--- src/rtl/uart_rx_param.sv ---
// Parametrised UART receiver: 2-flop synchroniser, 3-sample majority vote,
// start-glitch rejection, parity/framing/overrun flags and a valid/ack handshake.
`timescale 1ns/1ps
module uart_rx_param #(
    parameter int CLKS_PER_BIT = 868,
    parameter int DATA_BITS    = 8,
    parameter int PARITY       = 0,
    parameter int STOP_BITS    = 1
) (
    input  logic                 CLK,
    input  logic                 RST,
    input  logic                 RXD,
    input  logic                 RX_ACK,
    output logic [DATA_BITS-1:0] DQ,
    output logic                 RX_READY,
    output logic                 PARITY_ERR,
    output logic                 FRAME_ERR,
    output logic                 OVERRUN
);

    localparam int CW = $clog2(CLKS_PER_BIT) + 1;

    localparam logic [2:0] S_IDLE  = 3'd0;
    localparam logic [2:0] S_START = 3'd1;
    localparam logic [2:0] S_DATA  = 3'd2;
    localparam logic [2:0] S_PAR   = 3'd3;
    localparam logic [2:0] S_STOP  = 3'd4;
    localparam logic [2:0] S_DONE  = 3'd5;

    // Start vote fires one cycle after the centre so the window is centre-1..centre+1.
    localparam logic [CW-1:0] C_START_EVAL = CW'(CLKS_PER_BIT / 2 + 1);
    localparam logic [CW-1:0] C_LAST       = CW'(CLKS_PER_BIT - 1);
    localparam logic [3:0]    B_DATA_LAST  = 4'(DATA_BITS - 1);
    localparam logic [3:0]    B_STOP_LAST  = 4'(STOP_BITS - 1);

    logic [2:0]           r_state;
    logic [CW-1:0]        r_clk_cnt;
    logic [3:0]           r_bit_cnt;
    logic                 r_sync1;
    logic                 r_sync2;
    logic [1:0]           r_hist;
    logic [DATA_BITS-1:0] r_shift;
    logic                 r_par_bit;
    logic                 r_ferr;
    logic [DATA_BITS-1:0] r_dq;
    logic                 r_ready;
    logic                 r_perr_out;
    logic                 r_ferr_out;
    logic                 r_ovr;

    logic w_vote;
    logic w_tick;
    logic w_par_xor;
    logic w_perr;

    assign w_vote    = (r_hist[1] & r_hist[0]) | (r_hist[1] & r_sync2) | (r_hist[0] & r_sync2);
    assign w_tick    = (r_clk_cnt == C_LAST);
    assign w_par_xor = ^{r_shift, r_par_bit};
    assign w_perr    = (PARITY == 1) ? ~w_par_xor : ((PARITY == 2) ? w_par_xor : 1'b0);

    assign DQ         = r_dq;
    assign RX_READY   = r_ready;
    assign PARITY_ERR = r_perr_out;
    assign FRAME_ERR  = r_ferr_out;
    assign OVERRUN    = r_ovr;

    always_ff @(posedge CLK) begin
        if (RST) begin
            r_state    <= S_IDLE;
            r_clk_cnt  <= '0;
            r_bit_cnt  <= '0;
            r_sync1    <= 1'b1;
            r_sync2    <= 1'b1;
            r_hist     <= '1;
            r_shift    <= '0;
            r_par_bit  <= 1'b0;
            r_ferr     <= 1'b0;
            r_dq       <= '0;
            r_ready    <= 1'b0;
            r_perr_out <= 1'b0;
            r_ferr_out <= 1'b0;
            r_ovr      <= 1'b0;
        end else begin
            r_sync1 <= RXD;
            r_sync2 <= r_sync1;
            r_hist  <= {r_hist[0], r_sync2};

            if (r_ready && RX_ACK) begin
                r_ready <= 1'b0;
                r_ovr   <= 1'b0;
            end

            case (r_state)
                S_IDLE: begin
                    r_bit_cnt <= '0;
                    r_ferr    <= 1'b0;
                    // The detect cycle is the first low sample, so counting starts at 1.
                    if (r_hist[0] && !r_sync2) begin
                        r_state   <= S_START;
                        r_clk_cnt <= CW'(1);
                    end else begin
                        r_clk_cnt <= '0;
                    end
                end
                S_START: begin
                    if (r_clk_cnt == C_START_EVAL) begin
                        r_clk_cnt <= '0;
                        r_state   <= w_vote ? S_IDLE : S_DATA;
                    end else begin
                        r_clk_cnt <= r_clk_cnt + CW'(1);
                    end
                end
                S_DATA: begin
                    if (w_tick) begin
                        r_clk_cnt <= '0;
                        r_shift   <= {w_vote, r_shift[DATA_BITS-1:1]};
                        if (r_bit_cnt == B_DATA_LAST) begin
                            r_bit_cnt <= '0;
                            r_state   <= (PARITY != 0) ? S_PAR : S_STOP;
                        end else begin
                            r_bit_cnt <= r_bit_cnt + 4'd1;
                        end
                    end else begin
                        r_clk_cnt <= r_clk_cnt + CW'(1);
                    end
                end
                S_PAR: begin
                    if (w_tick) begin
                        r_clk_cnt <= '0;
                        r_par_bit <= w_vote;
                        r_state   <= S_STOP;
                    end else begin
                        r_clk_cnt <= r_clk_cnt + CW'(1);
                    end
                end
                S_STOP: begin
                    if (w_tick) begin
                        r_clk_cnt <= '0;
                        if (!w_vote) begin
                            r_ferr <= 1'b1;
                        end
                        if (r_bit_cnt == B_STOP_LAST) begin
                            r_state <= S_DONE;
                        end else begin
                            r_bit_cnt <= r_bit_cnt + 4'd1;
                        end
                    end else begin
                        r_clk_cnt <= r_clk_cnt + CW'(1);
                    end
                end
                S_DONE: begin
                    r_dq       <= r_shift;
                    r_perr_out <= w_perr;
                    r_ferr_out <= r_ferr;
                    r_ready    <= 1'b1;
                    // Overrides the handshake clear above: an ack in this cycle keeps OVERRUN low.
                    r_ovr      <= r_ready & ~RX_ACK;
                    r_state    <= S_IDLE;
                end
                default: begin
                    r_state <= S_IDLE;
                end
            endcase
        end
    end

endmodule

--- config.mk ---
export PLATFORM = sky130hd
export DESIGN_NAME = uart_rx_param
export DESIGN_NICKNAME = d
export VERILOG_FILES = /design/src/rtl/uart_rx_param.sv
export SDC_FILE = /design/constraint.sdc
export NUM_CORES = 1
export LEC_CHECK = 0
export ABC_AREA = 1
export BUFFER_PORTS_ARGS = -buffer_cell sky130_fd_sc_hd__buf_4
export CAP_MARGIN = 30
export CORE_MARGIN = 3
export CORE_UTILIZATION = 40
export DETAILED_ROUTE_END_ITERATION = 16
export GPL_ROUTABILITY_DRIVEN = 0
export SETUP_SLACK_MARGIN = 0.1
export SLEW_MARGIN = 10
export SYNTH_ARGS = -nofsm -noshare
export SYNTH_HDL_FRONTEND = slang
export SYNTH_SLANG_ARGS = --single-unit
--- constraint.sdc ---
create_clock -name CLK -period 1.4 [get_ports CLK]
set_input_delay 0.35 -clock CLK [delete_from_list [all_inputs] [get_ports CLK]]
set_output_delay 0.35 -clock CLK [all_outputs]
set_load 0.05 [all_outputs]
==> results of run 1 <==
==> worst max-delay path by stage <==
stage	from	endpoint	slack, ns
floorplan	r_clk_cnt[1]	r_clk_cnt[5]	0.10
global placement	r_clk_cnt[0]	r_clk_cnt[10]	-0.05
detailed placement	r_clk_cnt[1]	r_clk_cnt[5]	-0.05
CTS	r_clk_cnt[0]	r_clk_cnt[5]	0.03
global route	r_state[1]	r_clk_cnt[10]	-0.07
finish	r_clk_cnt[0]	r_clk_cnt[6]	0.02
==> through the flow <==
stage / setup WS, ns / setup TNS [ns] / total power, uW / utilization, %
after floorplan: 0.100 / 0 / 2820 / -
after global placement: -0.0520 / -0.0841 / 3480 / 50.1
after detailed placement: -0.0486 / -0.374 / 3470 / 50.1
after CTS: 0.0323 / 0 / 4850 / 55.7
after global routing: -0.0734 / -0.389 / 5380 / 57.3
final: 0.0162 / 0 / 5010 / 57.3
==> worst max-delay path, cell delays in order, from the launching register on <==
cell                      delay [ns]
sky130_fd_sc_hd__dfxtp_2        0.36
sky130_fd_sc_hd__ha_4           0.15
sky130_fd_sc_hd__nand2_4        0.05
sky130_fd_sc_hd__nor2_4         0.15
sky130_fd_sc_hd__nand3_2        0.13
sky130_fd_sc_hd__nand2_4        0.14
sky130_fd_sc_hd__nand3_4        0.13
sky130_fd_sc_hd__nand2_2        0.12
sky130_fd_sc_hd__nor3_2         0.04
==> final cells by class <==
type                       count  area [um2]  share of cell area (%)
multi-input combinational    197        1180                    42.1
sequential                    42         857                    30.6
timing repair buffer          41         344                    12.3
inverter                      57         224                    8.01
tap                           67        83.8                    3.00
clock buffer                   6        72.6                    2.59
clock inverter                 2        37.5                    1.34
==> cell usage after synthesis (4+ instances only) <==
cell type | count | share of area [%]
sky130_fd_sc_hd__nand2_2 | 4 | 1.2
sky130_fd_sc_hd__nand2_1 | 61 | 11
sky130_fd_sc_hd__inv_1 | 53 | 9.5
sky130_fd_sc_hd__nand4_1 | 12 | 3.6
sky130_fd_sc_hd__o21ai_0 | 28 | 6.7
sky130_fd_sc_hd__nor2_1 | 32 | 5.7
sky130_fd_sc_hd__dfxtp_1 | 42 | 40
sky130_fd_sc_hd__a21oi_1 | 24 | 5.7
sky130_fd_sc_hd__nand3_1 | 10 | 2.4
sky130_fd_sc_hd__nor3_1 | 5 | 1.2
sky130_fd_sc_hd__inv_2 | 4 | 0.72
==> where the power goes <==
group	switching (uW)	internal, uW
clock	427	532
sequential	152	1350
combinational	1530	1020
total	2110	2900
==> placed cells by master, fill, tap and decap left out, types with 2 or more instances in the layout <==
| cell type | n |
|---|---|
| sky130_fd_sc_hd__inv_2 | 4 |
| sky130_fd_sc_hd__nand2_4 | 6 |
| sky130_fd_sc_hd__o21ai_2 | 2 |
| sky130_fd_sc_hd__nor3_1 | 3 |
| sky130_fd_sc_hd__a21oi_1 | 21 |
| sky130_fd_sc_hd__buf_4 | 36 |
| sky130_fd_sc_hd__nand3_2 | 2 |
| sky130_fd_sc_hd__nor3_2 | 4 |
| sky130_fd_sc_hd__clkbuf_8 | 5 |
| sky130_fd_sc_hd__inv_1 | 49 |
| sky130_fd_sc_hd__a21oi_2 | 4 |
| sky130_fd_sc_hd__a31oi_1 | 2 |
| sky130_fd_sc_hd__o211ai_1 | 2 |
| sky130_fd_sc_hd__or2_2 | 2 |
| sky130_fd_sc_hd__buf_6 | 3 |
| sky130_fd_sc_hd__ha_4 | 3 |
| sky130_fd_sc_hd__dfxtp_2 | 7 |
| sky130_fd_sc_hd__nand4_1 | 12 |
| sky130_fd_sc_hd__nor2_4 | 7 |
| sky130_fd_sc_hd__dfxtp_1 | 33 |
| sky130_fd_sc_hd__o21ai_0 | 17 |
| sky130_fd_sc_hd__nand2_2 | 11 |
| sky130_fd_sc_hd__inv_4 | 4 |
| sky130_fd_sc_hd__nand3_4 | 3 |
| sky130_fd_sc_hd__dfxtp_4 | 2 |
| sky130_fd_sc_hd__nor2_1 | 27 |
| sky130_fd_sc_hd__o21ai_1 | 9 |
| sky130_fd_sc_hd__nand3_1 | 7 |
| sky130_fd_sc_hd__buf_12 | 2 |
| sky130_fd_sc_hd__nand2_1 | 48 |
==> sequential cells by signal, indices dropped and copies added, names as in the netlist <==
name and cells:
DQ 8, RX_READY 1, r_ferr 1, r_bit_cnt 4
r_hist 2, r_shift 8, r_sync2 1, OVERRUN 1
r_sync1 1, FRAME_ERR 1, r_state 3, r_clk_cnt 11
==> cells by family after synthesis <==
group / share of synthesized area (%)
buf+inv: 13.1
other cells: 0.179
fa+ha+maj: 1.80
compound gates: 14.9
flops: 40.2
simple gates: 29.8
==> layer usage <==
layer | global-route usage (%) | vias to the layer above | part of all wire, %
li1 | - | 1050 | -
met1 | 21.6 | 874 | 49
met2 | 25.9 | 27 | 46
met3 | 3.21 | 6 | 3.7
met4 | 6.12 | 0 | 1.2
met5 | 0 | - | 0
==> repair_timing <==
action / CTS / global route
resized for setup: 54 / 21
pin swaps: 19 / 4
endpoints found under the setup margin: 27 / 28
setup buffers: 2 / 2
endpoints found under the hold margin: 0 / 0
hold buffers: 0 / 0
==> impl_summary.log, run 1 <==
[metrics] drc violations: 0
[metrics] ys flop type: sky130_fd_sc_hd__dfxtp_1
[metrics] number of synthesized flops with an enable pin: 0
[metrics] Lkg Pwr: 0.00119 uW
[metrics] Area Growth Syn to Fin: 33.9%
[metrics] root buf cell: sky130_fd_sc_hd__clkbuf_8
[metrics] Avg Vias per Cell: 4.75
[metrics] worst hold slack after final layout: 0.236 ns
[metrics] DR iter-0 viols: 85
[metrics] nets@finish: 351
[metrics] vias in the first global route: 1766
[metrics] share of the yosys chip area belonging to registers: 40.2%
[metrics] initial core utilization: 42.8%
[metrics] beginning of the worst register-to-register path: r_clk_cnt[0]
[metrics] die extent in x: 78.3 um
[metrics] H-tree depth reported by CTS: 2
[metrics] placeable core region: 4880 um2
[metrics] clock slew at the register clock pins of the worst setup and hold paths: 0.08 ns
[metrics] highest net fanout along the worst path: 7
[metrics] arrival time at the worst endpoint: 1.57 ns
[metrics] mean area per synthesized cell: 6.83 um2
[metrics] Worst Clk Skew: 0.00316 ns
[metrics] final antenna diode count: 0
[metrics] Skew-Pair Late Insertion Delay: 0.29 ns
[metrics] fraction of layout cells with a size suffix above 1: 32.2%
[metrics] required arrival time at the worst endpoint: 1.59 ns
[metrics] Hold Violations, Final: 0
[metrics] Post-synth ARST share: 0%
[metrics] Cell variety after synth: 29
[metrics] worst voltage drop across the vdd grid: 879 uV
[metrics] Post-Place Cells: 400
[metrics] floorplan die area: 6130 um2
[metrics] overall overflow remaining after global route: 0
[metrics] start point of the worst min-delay path: RXD
[metrics] run status: finished clean
[metrics] element type at the critical path start: flip-flop
[metrics] Port-buffer cells: 14
[metrics] vias after detailed routing: 1957
[metrics] Cell Pwr Density: 1790 nW/um2
[metrics] wire length of the first global-routing pass: 7.91 mm
[metrics] Die Ht: 78.3 um
[metrics] clock buffers created by TritonCTS: 5
[metrics] placed wire-length estimate: 3.21 mm
[metrics] Synth Warn #: 0
[metrics] depth of the worst hold-timing path: 2
[metrics] number of primary I/O pins: 16
[metrics] unrepaired setup endpoints after global routing: yes
[metrics] fillers: 501
[metrics] Routed Wire Length: 4.78 mm
[metrics] type of the tightest min-delay check: input pin to flip-flop
[metrics] count of cells along the worst register-to-register path: 8
[metrics] Final setup viols: 0
[metrics] number of slew-limit violations in the final report: 0
[metrics] Tcrit/Tclk final: 98.8%
[metrics] average wire per cell in the routed design: 11.6 um
[metrics] non-filler instance count after layout: 412
[metrics] dpl cell area: 2440 um2
[metrics] CTS Buffer Depth: 2
[metrics] number of antenna violations at the first check in global routing: 0
[metrics] kind of end point of the critical path: flip-flop
[metrics] number of standard cells after synthesis: 306
[metrics] count of maximum capacitance violations: 0
[metrics] overall routing resource usage: 16.2%
[metrics] remaining antenna violation count: 0
[metrics] number of flip-flops and latches in the synthesized netlist: 42
[metrics] cell row count: 25
[metrics] classification of the worst setup path: flip-flop to flip-flop
[metrics] Mapped Nets: 313
[metrics] maximum operating frequency: 723 MHz
[metrics] cell area after synthesis: 2090 um2
[metrics] post-route standard cell area excluding fillers: 2800 um2
[metrics] register-to-register setup slack: 0.02 ns
[metrics] worst reg2reg endpoint: r_clk_cnt[6]
[metrics] hold worst-path end: r_sync1
[metrics] Initial DRT Pass Iterations: 4
[metrics] pin count of the biggest net entering global routing: 34
[metrics] Num Clock Sinks: 42
[metrics] CTS tree: done
[metrics] Tmin final: 1.38 ns
No activity file was read; power rests on OpenSTA's default activity.
==> inputs of run 2 (changes only) <==
- RECOVER_POWER: unset -> 25
==> impl_summary.log, run 2 (synthesis gave the netlist of run 1 again) <==
[metrics] average wire per cell in the routed design: 11.6 um (about the same)
[metrics] CTS Buffer Depth: 2 (unchanged)
[metrics] drc violations: 0 (unchanged)
[metrics] final antenna diode count: 0 (unchanged)
[metrics] arrival time at the worst endpoint: 1.57 ns (about the same)
[metrics] classification of the worst setup path: flip-flop to flip-flop
[metrics] highest net fanout along the worst path: 7 (unchanged)
[metrics] root buf cell: sky130_fd_sc_hd__clkbuf_8
[metrics] number of primary I/O pins: 16 (unchanged)
[metrics] Die Ht: 78.3 um (unchanged)
[metrics] H-tree depth reported by CTS: 2 (unchanged)
[metrics] Area Growth Syn to Fin: 33.4%
[metrics] required arrival time at the worst endpoint: 1.59 ns (about the same)
[metrics] vias in the first global route: 1766 (unchanged)
[metrics] DR iter-0 viols: 85 (unchanged)
[metrics] worst voltage drop across the vdd grid: 879 uV (about the same)
[metrics] type of the tightest min-delay check: input pin to flip-flop
[metrics] die extent in x: 78.3 um (unchanged)
[metrics] Worst Clk Skew: 0.00317 ns (+0.0000112 ns)
[metrics] M2 GR Usage: 25.9% (unchanged)
[metrics] Setup WS post-layout: 0.0156 ns (-0.000560 ns)
[metrics] CTS tree: done
[metrics] overall power of the completed layout: 5010 uW (-0.11%)
[metrics] commonest non-fill, non-tap cell in the layout: sky130_fd_sc_hd__inv_1
[metrics] met3 GRT Util: 3.21% (unchanged)
[metrics] element type at the critical path start: flip-flop
[metrics] Post-Place Cells: 400 (unchanged)
[metrics] flip-flop count of the largest register, all copies and words added: 11 (unchanged)
[metrics] Num Clock Sinks: 42 (unchanged)
[metrics] clock buffers created by TritonCTS: 5 (unchanged)
[metrics] Tmin final: 1.38 ns (+0.000560 ns)
[metrics] Largest Register: r_clk_cnt
[metrics] vias after detailed routing: 1951 (-0.31%)
[metrics] Lkg Pwr: 0.00118 uW (-0.27%)
[metrics] Fin Setup TNS: 0 ns (unchanged)
[metrics] fraction of layout cells with a size suffix above 1: 32.2% (unchanged)
[metrics] overall routing resource usage: 16.2% (unchanged)
[metrics] non-filler instance count after layout: 412 (unchanged)
[metrics] met1 routing resource usage after global routing: 21.6% (unchanged)
[metrics] Tcrit/Tclk final: 98.9% (about the same)
[metrics] wire length of the first global-routing pass: 7.91 mm (unchanged)
[metrics] nets@finish: 351 (unchanged)
[metrics] Final setup viols: 0 (unchanged)
[metrics] Routed Wire Length: 4.78 mm (about the same)
[metrics] Skew-Pair Late Insertion Delay: 0.29 ns (about the same)
[metrics] placeable core region: 4880 um2 (unchanged)
[metrics] number of slew-limit violations in the final report: 0 (unchanged)
[metrics] Initial DRT Pass Iterations: 4 (unchanged)
[metrics] Port-buffer cells: 14 (unchanged)
[metrics] clock slew at the register clock pins of the worst setup and hold paths: 0.08 ns (about the same)
[metrics] commonest cells after routing, fill and taps aside: 49 x sky130_fd_sc_hd__inv_1, 48 x sky130_fd_sc_hd__nand2_1, 33 x sky130_fd_sc_hd__dfxtp_1, 32 x sky130_fd_sc_hd__buf_4, 27 x sky130_fd_sc_hd__nor2_1
[metrics] maximum operating frequency: 722 MHz (about the same)
[metrics] kind of end point of the critical path: flip-flop
[metrics] cell row count: 25 (unchanged)
[metrics] overall overflow remaining after global route: 0 (unchanged)
[metrics] pin count of the biggest net entering global routing: 34 (unchanged)
[metrics] hold buffer count at cts: 0 (unchanged)
[metrics] run status: finished clean
[metrics] post-placement setup slack: -0.0486 ns (unchanged)
[metrics] floorplan die area: 6130 um2 (unchanged)
[metrics] initial core utilization: 42.8% (unchanged)
[metrics] count of maximum capacitance violations: 0 (unchanged)
[metrics] unrepaired setup endpoints after global routing: yes
[metrics] remaining antenna violation count: 0 (unchanged)
[metrics] Cell Pwr Density: 1800 nW/um2 (+0.25%)
[metrics] Hold Violations, Final: 0 (unchanged)
[metrics] Avg Vias per Cell: 4.74 (-0.31%)
[metrics] placed wire-length estimate: 3.21 mm (unchanged)
[metrics] number of antenna violations at the first check in global routing: 0 (unchanged)
[metrics] most heavily used metal layer in global routing: met2
[run 2: layer usage]
metal  up-vias  part of all wire (%)
met5         -                     0
met4         0                   1.2
met3         6                   3.9
met2        27                    46
met1       868                    49
li1       1050                     -
[run 2: final timing paths]
kind	from	slack, ns	end	depth (start not counted)
worst max register to register	r_clk_cnt[0]	0.02	r_clk_cnt[6]	8
worst min-delay path	RXD	0.23	r_sync1	2
worst min register to register	r_sync1	0.42	r_sync2	1
worst max-delay path	r_clk_cnt[0]	0.02	r_clk_cnt[6]	8
[run 2: power by group]
group / internal (uW) / switching, uW / total (uW)
logic: 1010 / 1530 / 2540
clock network: 532 / 429 / 962
registers: 1350 / 152 / 1500
total: 2900 / 2110 / 5010
[run 2: final cells by class]
| class | count | area (um2) |
|---|---|---|
| flip-flops and latches | 42 | 857 |
| well taps | 67 | 83.8 |
| fillers | 502 | 2090 |
| inverters | 57 | 224 |
| repair buffers | 41 | 334 |
| clock inverters | 2 | 37.5 |
| clock buffers | 6 | 72.6 |
| multi-input cells | 197 | 1180 |
[run 2: timing repair]
action | 4_1_cts | 5_1_grt
endpoints found under the setup margin | 27 | 28
pin swaps | 19 | 4
gates resized for setup | 54 | 21
setup buffers | 2 | 2
hold endpoints to repair | 0 | 0
[run 2: critical path, cell delays in order, from the launching register on]
cell and delay (ns):
sky130_fd_sc_hd__dfxtp_2 0.36, sky130_fd_sc_hd__ha_4 0.15, sky130_fd_sc_hd__nand2_4 0.05, sky130_fd_sc_hd__nor2_4 0.15, sky130_fd_sc_hd__nand3_2 0.13, sky130_fd_sc_hd__nand2_4 0.14
sky130_fd_sc_hd__nand3_4 0.13, sky130_fd_sc_hd__nand2_2 0.12, sky130_fd_sc_hd__nor3_2 0.04
[run 2: through the flow]
step | instance area (um2) | utilization (%) | hold WS, ns
5_1_grt | 2790 | 57.1 | 0.230
6_report | 2790 | 57.1 | 0.234
3_3_place_gp | 2440 | 50.1 | 0.391
4_1_cts | 2720 | 55.7 | 0.228
3_5_place_dp | 2440 | 50.1 | 0.396
2_1_floorplan | 2110 | - | 0.389
